$ cat src/rtl/mem_port_arbiter.sv
// Arbiter and sequencer for the single data-memory port. Round-robin on ties, one memory
// command cycle per access, and a fixed-latency read return to the port that issued it.
module mem_port_arbiter #(
    parameter int V      = 256,
    parameter int A      = 14,
    parameter int RD_LAT = 2
) (
    input  logic           clk,
    input  logic           rst,
    input  logic           req0,
    input  logic           req1,
    input  logic           we0,
    input  logic           we1,
    input  logic [A-1:0]   addr0,
    input  logic [A-1:0]   addr1,
    input  logic [V/8-1:0] be0,
    input  logic [V/8-1:0] be1,
    input  logic [V-1:0]   wdata0,
    input  logic [V-1:0]   wdata1,
    output logic           gnt0,
    output logic           gnt1,
    output logic           rvalid0,
    output logic           rvalid1,
    output logic [V-1:0]   rdata,
    output logic           busy0,
    output logic           MemRden,
    output logic           MemWren,
    output logic [A-1:0]   MemAddress,
    output logic [V/8-1:0] MemByteena,
    output logic [V-1:0]   MemWriteData,
    input  logic [V-1:0]   MemReadData
);

    localparam int BW = V / 8;
    localparam int CW = 3;

    typedef enum logic [1:0] {
        IDLE,
        CMD,
        RWAIT,
        RESP
    } state_t;

    state_t        state_q;
    logic          last_q;
    logic          id_q;
    logic          we_q;
    logic [CW-1:0] cnt_q;
    logic          gnt0_q;
    logic          gnt1_q;
    logic          rvalid0_q;
    logic          rvalid1_q;
    logic [V-1:0]  rdata_q;
    logic          rden_q;
    logic          wren_q;
    logic [A-1:0]  addr_q;
    logic [BW-1:0] be_q;
    logic [V-1:0]  wdata_q;

    logic          any_req;
    logic          win_id_d;
    logic          win_we_d;
    logic [A-1:0]  win_addr_d;
    logic [BW-1:0] win_be_d;
    logic [V-1:0]  win_wdata_d;

    // Winner: a lone request wins; on a tie the port not granted last time wins.
    always_comb begin
        // NOTE: every signal gets a default before any branch, so no latch is inferred.
        any_req  = req0 | req1;
        win_id_d = 1'b0;
        if (req0 && req1) begin
            win_id_d = ~last_q;
        end else if (req1) begin
            win_id_d = 1'b1;
        end
        win_we_d    = win_id_d ? we1    : we0;
        win_addr_d  = win_id_d ? addr1  : addr0;
        win_be_d    = win_id_d ? be1    : be0;
        win_wdata_d = win_id_d ? wdata1 : wdata0;
    end

    always_ff @(posedge clk or posedge rst) begin
        if (rst) begin
            state_q   <= IDLE;
            last_q    <= 1'b1;
            id_q      <= 1'b0;
            we_q      <= 1'b0;
            cnt_q     <= '0;
            gnt0_q    <= 1'b0;
            gnt1_q    <= 1'b0;
            rvalid0_q <= 1'b0;
            rvalid1_q <= 1'b0;
            rdata_q   <= '0;
            rden_q    <= 1'b0;
            wren_q    <= 1'b0;
            addr_q    <= '0;
            be_q      <= '0;
            wdata_q   <= '0;
        end else begin
            // NOTE: sequential state uses nonblocking assignments only, so every register
            // samples pre-edge values regardless of statement order.
            gnt0_q    <= 1'b0;
            gnt1_q    <= 1'b0;
            rvalid0_q <= 1'b0;
            rvalid1_q <= 1'b0;
            rden_q    <= 1'b0;
            wren_q    <= 1'b0;
            addr_q    <= '0;
            be_q      <= '0;
            wdata_q   <= '0;

            case (state_q)
                IDLE, RESP: begin
                    state_q <= IDLE;
                    if (any_req) begin
                        // The memory command is registered here so it is driven during CMD.
                        state_q <= CMD;
                        id_q    <= win_id_d;
                        we_q    <= win_we_d;
                        gnt0_q  <= ~win_id_d;
                        gnt1_q  <= win_id_d;
                        wren_q  <= win_we_d;
                        rden_q  <= ~win_we_d;
                        addr_q  <= win_addr_d;
                        be_q    <= win_we_d ? win_be_d : '1;
                        wdata_q <= win_we_d ? win_wdata_d : '0;
                    end
                end
                CMD: begin
                    last_q <= id_q;
                    if (we_q) begin
                        state_q <= IDLE;
                    end else begin
                        state_q <= RWAIT;
                        cnt_q   <= CW'(RD_LAT);
                    end
                end
                RWAIT: begin
                    cnt_q <= cnt_q - CW'(1);
                    if (cnt_q == CW'(1)) begin
                        rdata_q   <= MemReadData;
                        rvalid0_q <= ~id_q;
                        rvalid1_q <= id_q;
                        state_q   <= RESP;
                    end
                end
                default: begin
                    state_q <= IDLE;
                end
            endcase
        end
    end

    assign gnt0         = gnt0_q;
    assign gnt1         = gnt1_q;
    assign rvalid0      = rvalid0_q;
    assign rvalid1      = rvalid1_q;
    assign rdata        = rdata_q;
    assign MemRden      = rden_q;
    assign MemWren      = wren_q;
    assign MemAddress   = addr_q;
    assign MemByteena   = be_q;
    assign MemWriteData = wdata_q;

    // Held low during reset; afterwards it tracks req0 until the write grant or read return.
    assign busy0 = ~rst & req0 & ~(gnt0_q & we0) & ~rvalid0_q;

endmodule

$ cat config.mk
export PLATFORM = sky130hd
export DESIGN_NAME = mem_port_arbiter
export DESIGN_NICKNAME = d
export VERILOG_FILES = /design/src/rtl/mem_port_arbiter.sv
export SDC_FILE = /design/constraint.sdc
export NUM_CORES = 1
export LEC_CHECK = 0
export ABC_AREA = 1
export CAP_MARGIN = 25
export CELL_PAD_IN_SITES_DETAIL_PLACEMENT = 0
export CELL_PAD_IN_SITES_GLOBAL_PLACEMENT = 1
export CORE_AREA = 5 5 561 563
export DETAILED_ROUTE_END_ITERATION = 10
export DIE_AREA = 0 0 566 568
export GPL_TIMING_DRIVEN = 0
export PLACE_DENSITY_LB_ADDON = 0.1
export REMOVE_ABC_BUFFERS = 1
export SLEW_MARGIN = 20
export SYNTH_ARGS = -nofsm -noshare
export SYNTH_HDL_FRONTEND = slang
export SYNTH_SLANG_ARGS = --single-unit
$ cat constraint.sdc
create_clock -name clk -period 32.2 [get_ports clk]
set_clock_uncertainty 0.05 [all_clocks]
set_input_delay 9.66 -clock clk [delete_from_list [all_inputs] [get_ports clk]]
set_output_delay 9.66 -clock clk [all_outputs]
set_load 0.03 [all_outputs]
==> results of run 1 <==
[where the power goes]
group          internal [mW]  switching (mW)  leakage [nW]
sequential             0.977           0.119          6.63
combinational          0.692            1.22          13.1
clock                  0.626           0.439          1.49
[cell families (layout without fill, tap and decap cells)]
group / Yosys count / in the layout / synth area share
buf+inv: 462 / 1926 / 0.0799
compound gates: 6 / 6 / 0.00144
xor+xnor: 1 / 1 / 0.000360
fa+ha+maj: 4 / 4 / 0.00205
other cells: 0 / 38 / 0
simple gates: 2031 / 2031 / 0.329
flops: 572 / 572 / 0.587
[layer usage]
layer / up-vias / part of all wire / GRT usage
met5: - / 0.0046 / 0
met3: 417 / 0.13 / 0.0783
met2: 1191 / 0.49 / 0.217
met4: 158 / 0.029 / 0.0356
met1: 12100 / 0.35 / 0.124
li1: 12100 / - / -
[stage by stage]
stage | worst slack, ps | TNS (ps) | power (mW)
2_1_floorplan | -256 | -256 | 2.03
3_3_place_gp | -32450 | - | 3.21
3_5_place_dp | 10630 | 0 | 3.10
4_1_cts | 10630 | 0 | 4.23
5_1_grt | 10530 | 0 | 4.35
6_report | 10730 | 0 | 4.08
[sequential cells by signal, summed over array words and instances (netlist names)]
signal	cells
MemWriteData	256
rdata	256
MemByteena	32
MemAddress	14
cnt_q	3
state_q	2
MemRden	1
MemWren	1
gnt0	1
gnt1	1
id_q	1
last_q	1
rvalid0	1
rvalid1	1
we_q	1
[worst max-delay path: stages]
cell,delay (ps)
clkdlybuf4s50_1,490
inv_8,200
buf_16,300
nand2_1,90
a211oi_1,180
clkdlybuf4s50_1,790
[worst paths after layout]
| path | from | to | slack (ps) | cells past startpoint |
|---|---|---|---|---|
| min reg2reg | id_q$_DFFE_PP0P_ | rvalid0$_DFF_PP0_ | 380 | 1 |
| max in group asynchronous | rst | MemWriteData[125]$_DFF_PP0_ | 21220 | 5 |
| max | rst | busy0 | 10730 | 6 |
| max reg2reg | last_q$_DFFE_PP1P_ | MemWriteData[150]$_DFF_PP0_ | 29100 | 10 |
| min | id_q$_DFFE_PP0P_ | rvalid0$_DFF_PP0_ | 380 | 1 |
| min in group asynchronous | rst | MemWriteData[104]$_DFF_PP0_ | 9140 | 2 |
[cell usage in the layout (no fill, tap or decap)]
cell	netlist	layout
nand2_4	0	2
clkdlybuf4s50_1	0	1429
bufinv_16	0	4
nand3_4	0	1
clkbuf_16	0	99
nor2_1	260	260
nand2_1	1470	1468
buf_12	0	17
dfstp_2	1	1
a211oi_1	1	1
nand4_1	1	1
clkinv_16	0	2
inv_2	5	4
a21oi_1	1	1
clkinvlp_4	0	1
inv_1	269	268
clkbuf_8	0	12
buf_8	0	1
ha_1	4	4
o21ai_0	3	3
nand3_2	0	1
diode_2	0	38
clkbuf_1	23	39
xor2_1	1	1
inv_16	0	1
clkinv_2	0	12
nand3_1	296	294
buf_16	0	34
dfrtp_1	571	571
o21bai_1	1	1
nor2_4	1	4
inv_6	0	1
inv_8	0	2
[cell usage after synthesis]
library cell  number
nand3_1          296
buf_4              5
dfstp_2            1
o21ai_0            3
xor2_1             1
clkbuf_1          23
ha_1               4
buf_1              5
nand2_1         1470
inv_2              5
nor2_2             3
nor2_1           260
a21oi_1            1
nor2_4             1
nand4_1            1
inv_1            269
a211oi_1           1
buf_2            155
dfrtp_1          571
o21bai_1           1
[area by class of cell]
class,count,area (um^2)
Sequential cell,572,14300
Timing Repair Buffer,1481,15600
Fill cell,35300,261000
Clock buffer,150,2790
Tap cell,4120,5150
Inverter,274,1040
Multi-Input combinational cell,2042,8150
Antenna cell,38,95.1
Clock inverter,21,277
==> impl_results.md, run 1 <==
* Status: completed
* # hold bufs at CTS at 0
* Max-slew violation count at 0
* Count of input and output buffers at 1430
* Core area at 308000 um^2
* Post-Synthesis Cells at 3076
* Max_slew headroom at 0.521
* Vias/cell at 2.98
* I/O pin total at 1431
* Yosys top cell area share at 0.586
* FMAX at 46.6 MHz
* Die Height at 568 um
* DRT Wirelength at 209000 um
* Rows at 204
* Die ar. at 321000 um^2
* Fin nets at 5340
* Initial antenna violation count at 179
* Yosys warnings at 0
* Setup violators final at 0
* Leakage at 21.2 nW
* Per-cell routed wire length at 24.0 um
* Non-filler instance count after layout at 8698
* Crit. End Element: primary output
* Area contributors post-synth: dfrtp_1 (59%), nand2_1 (23%), nand3_1 (6.1%)
* Vias in the first global route at 28.0k
* CTS root buffer: clkbuf_16
* Final RePlAce weighted congestion at 0.778
* Total setup buffers inserted after CTS at 0
* Final Util at 0.154
* GRT Total Usage at 0.125
* Die Width at 566 um
* WS Path Type: input port to primary output
* WHS at 378 ps
* DRC at 0
* Max rail drop VDD at 0.0000387 V
* Total CTS buffers at 99
* Mean Syn Cell Area at 7.92 um^2
* Pre-antenna DRT Iters at 5
* Area growth from synthesis to layout at 94.6%
* Startpoint class of the critical path: input port
* First-pass GRT wire length at 274000 um
* HPWL after DPL at 167000 um
* DRT iter0 DRCs at 941
* Share of cells above drive strength 1 at 0.0438
* Cell Area, Placed at 44300 um^2
* Grt ovf at 0
* Placed insts at 8489
* Largest net degree at the start of global routing at 94
* Max-cap check violation count at 0
* Cell variety after synth at 20
* Vias at 26.0k
* Crit path DAT at 11760 ps
* CP Max Fanout at 64
* CTS tree: done
* Cell Pwr Density at 85.9 nW/um^2
* Register bit total from synthesis at 572
* Final min period at 21470 ps
* H-tree levels at 3
* CTS clock-pin slew for the worst setup and hold paths at 50 ps
* Final period utilization at 0.667
* Clock Latency Late Sink at 800 ps
* Crit path required time at 22490 ps
* Sequential area share after synthesis at 0.587
* Slew @ Worst Pin at 718 ps
* Hold Crit Class: flop to flop
* CTS Buffer Depth at 4
* TritonCTS Sinks at 572
* Hold Violations, Final at 0
* Antenna Nets Post-Route at 0
* Cell area after layout at 47400 um^2
* Synthesized area at 24400 um^2
* Initial core utilization at 0.0790
* Post-CTS sizing at 0
* Cell taking the most area after synthesis: dfrtp_1
* RSZ-0062 raised after global routing: no
No activity file was read; power rests on OpenSTA's default activity.
==> inputs of run 2 (changes only) <==
--- a/config.mk
+++ b/config.mk
@@ -9,9 +9,9 @@
 export CAP_MARGIN = 25
 export CELL_PAD_IN_SITES_DETAIL_PLACEMENT = 0
 export CELL_PAD_IN_SITES_GLOBAL_PLACEMENT = 1
-export CORE_AREA = 5 5 561 563
+export CORE_AREA = 5 5 559 561
 export DETAILED_ROUTE_END_ITERATION = 10
-export DIE_AREA = 0 0 566 568
+export DIE_AREA = 0 0 564 566
 export GPL_TIMING_DRIVEN = 0
 export PLACE_DENSITY_LB_ADDON = 0.1
 export REMOVE_ABC_BUFFERS = 1
==> constraint.sdc (replaced) <==
create_clock -name clk -period 21.3 [get_ports clk]
set_clock_uncertainty 0.05 [all_clocks]
set_input_delay 6.39 -clock clk [delete_from_list [all_inputs] [get_ports clk]]
set_output_delay 6.39 -clock clk [all_outputs]
set_load 0.03 [all_outputs]
==> run 2 against run 1 <==
- sequential share of layout area barely moved
- global-route usage increased by 0.18 points
- via count is essentially flat
- critical path type unchanged
==> impl_results.md, run 2 (synthesized netlist as in run 1, its figures left out) <==
* Total CTS buffers at 97
* TritonCTS Sinks at 572
* Core area at 307000 um^2
* Non-filler instance count after layout at 8690
* DRT Wirelength at 211000 um
* Final Util at 0.154
* Hold Violations, Final at 0
* Startpoint class of the critical path: input port
* CP max stage delay at 800 ps
* Commonest non-fill, non-tap cell in the layout: nand2_1
* Setup violators final at 0
* Post-CTS sizing at 0
* R2R setup slack at 17900 ps
* R2R Path Start: last_q$_DFFE_PP1P_
* Vias in the first global route at 27.9k
* Die Width at 564 um
* H-tree levels at 3
* TNS Setup at 0 ps
* Final min period at 15900 ps
* R2r endpoint: MemWriteData[252]$_DFF_PP0_
* GRT Total Usage at 0.127
* Area growth from synthesis to layout at 94.7%
* Leakage at 21.2 nW
* Slew @ Worst Pin at 805 ps
* Commonest cells after routing, fill and taps aside: nand2_1 (1468), clkdlybuf4s50_1 (1429), dfrtp_1 (571)
* CTS Buffer Depth at 4
* Fin nets at 5335
* Fillers at 35.2k
* Count of input and output buffers at 1430
* Crit path DAT at 9460 ps
* Worst Reg-to-Reg Cells at 10
* I/O pin total at 1431
* Pre-antenna DRT Iters at 4
* Final RePlAce weighted congestion at 0.781
* WS Path Type: input port to primary output
* Antenna Nets Post-Route at 0
* # hold bufs at CTS at 0
* Crit path cell chain: clkdlybuf4s50_1 > inv_8 > buf_16 > buf_16 > nand2_1 > a211oi_1 > clkdlybuf4s50_1
* Rows at 204
* Cell Pwr Density at 131 nW/um^2
* Max rail drop VDD at 0.0000573 V
* WHS at 373 ps
* Status: completed
* Crit path max-delay family: buffers and inverters
* Vias/cell at 2.99
* Max-slew violation count at 0
* HPWL after DPL at 169000 um
* FMAX at 62.9 MHz
* Vias at 26.0k
* Slowest CP cell: clkdlybuf4s50_1
* Die ar. at 319000 um^2
* Total setup buffers inserted after CTS at 0
* Max-cap check violation count at 0
* CTS root buffer: clkbuf_16
* Crit. End Element: primary output
* Final period utilization at 0.746
* CP Max Fanout at 73
* CTS tree: done
* Largest net degree at the start of global routing at 101
* RSZ-0062 raised after global routing: no
* First-pass GRT wire length at 275000 um
* Hold Crit Depth at 1
* Crit path buf inv count at 5
* Worst hold start: id_q$_DFFE_PP0P_
* Share of cells above drive strength 1 at 0.0447
* Crit path required time at 14860 ps
* Initial core utilization at 0.0793
* WHS Endpoint: rvalid0$_DFF_PP0_
* DRT iter0 DRCs at 958
* Die Height at 566 um
* DRC at 0
* Total power at 6.19 mW
* Hold Crit Class: flop to flop
* Initial antenna violation count at 203
* CTS clock-pin slew for the worst setup and hold paths at 50 ps
* Clock Latency Late Sink at 780 ps
* Per-cell routed wire length at 24.3 um
* Placed insts at 8486
* Grt ovf at 0
* Max_slew headroom at 0.462
==> run 2: cell types whose count changed in the layout (fill, tap and decap cells not counted) <==
cell and delta:
clkbuf_8 +11, buf_12 -7, clkbuf_1 -6, diode_2 -6
buf_16 +4, clkbuf_16 -2, clkinv_2 -2, inv_16 -1
inv_6 +1
==> run 2: worst max-delay path by stage <==
stage          startpoint  slack [ps]  cells past startpoint                     endpoint
6_report              rst        5400                      7                        busy0
5_1_grt               rst        5090                      7                        busy0
4_1_cts               rst        5250                      7                        busy0
3_5_place_dp          rst        5280                      7                        busy0
3_3_place_gp         req1      -40110                      5  MemWriteData[117]$_DFF_PP0_
2_1_floorplan         rst       -4620                      3                        busy0
==> run 2: through the flow <==
step / instance area [um^2] / worst slack (ps)
after floorplan: 23400 / -4620
after global placement: 42900 / -40110
after detailed placement: 44200 / 5280
after CTS: 47400 / 5250
after global routing: 47400 / 5090
final: 47400 / 5400
==> run 2: worst register-to-register path, cell delays in order, from the launching register on <==
cell     delay, ps
dfstp_2        550
nand2_4        210
buf_16         260
nand2_4        480
nand2_1        220
nand3_4        220
buf_16         260
buf_16         330
buf_16         300
buf_12         270
nor2_1         110
==> run 2: layout make-up <==
| class | instances | area [um^2] | share of cell area |
|---|---|---|---|
| Antenna cell | 32 | 80.1 | 0.00169 |
| Clock buffer | 153 | 2870 | 0.0605 |
| Clock inverter | 19 | 255 | 0.00538 |
| Inverter | 274 | 1040 | 0.0220 |
| Multi-Input combinational cell | 2042 | 8150 | 0.172 |
| Sequential cell | 572 | 14300 | 0.302 |
| Tap cell | 4120 | 5150 | 0.109 |
| Timing Repair Buffer | 1478 | 15600 | 0.328 |
==> run 2: layer usage <==
metal  global-route usage  up-vias  routed length [um]
met5                    0        -                1120
met4               0.0296      192                4780
met3               0.0811      463               29400
met2                0.228     1199              105000
met1                0.121    12100               70300
li1                     -    12100                   -
==> run 2: report_power, final <==
group	internal (mW)	leakage [nW]	switching, mW	total (mW)
logic	1.05	13.1	1.86	2.91
clock network	0.967	1.53	0.653	1.62
registers	1.48	6.63	0.187	1.66
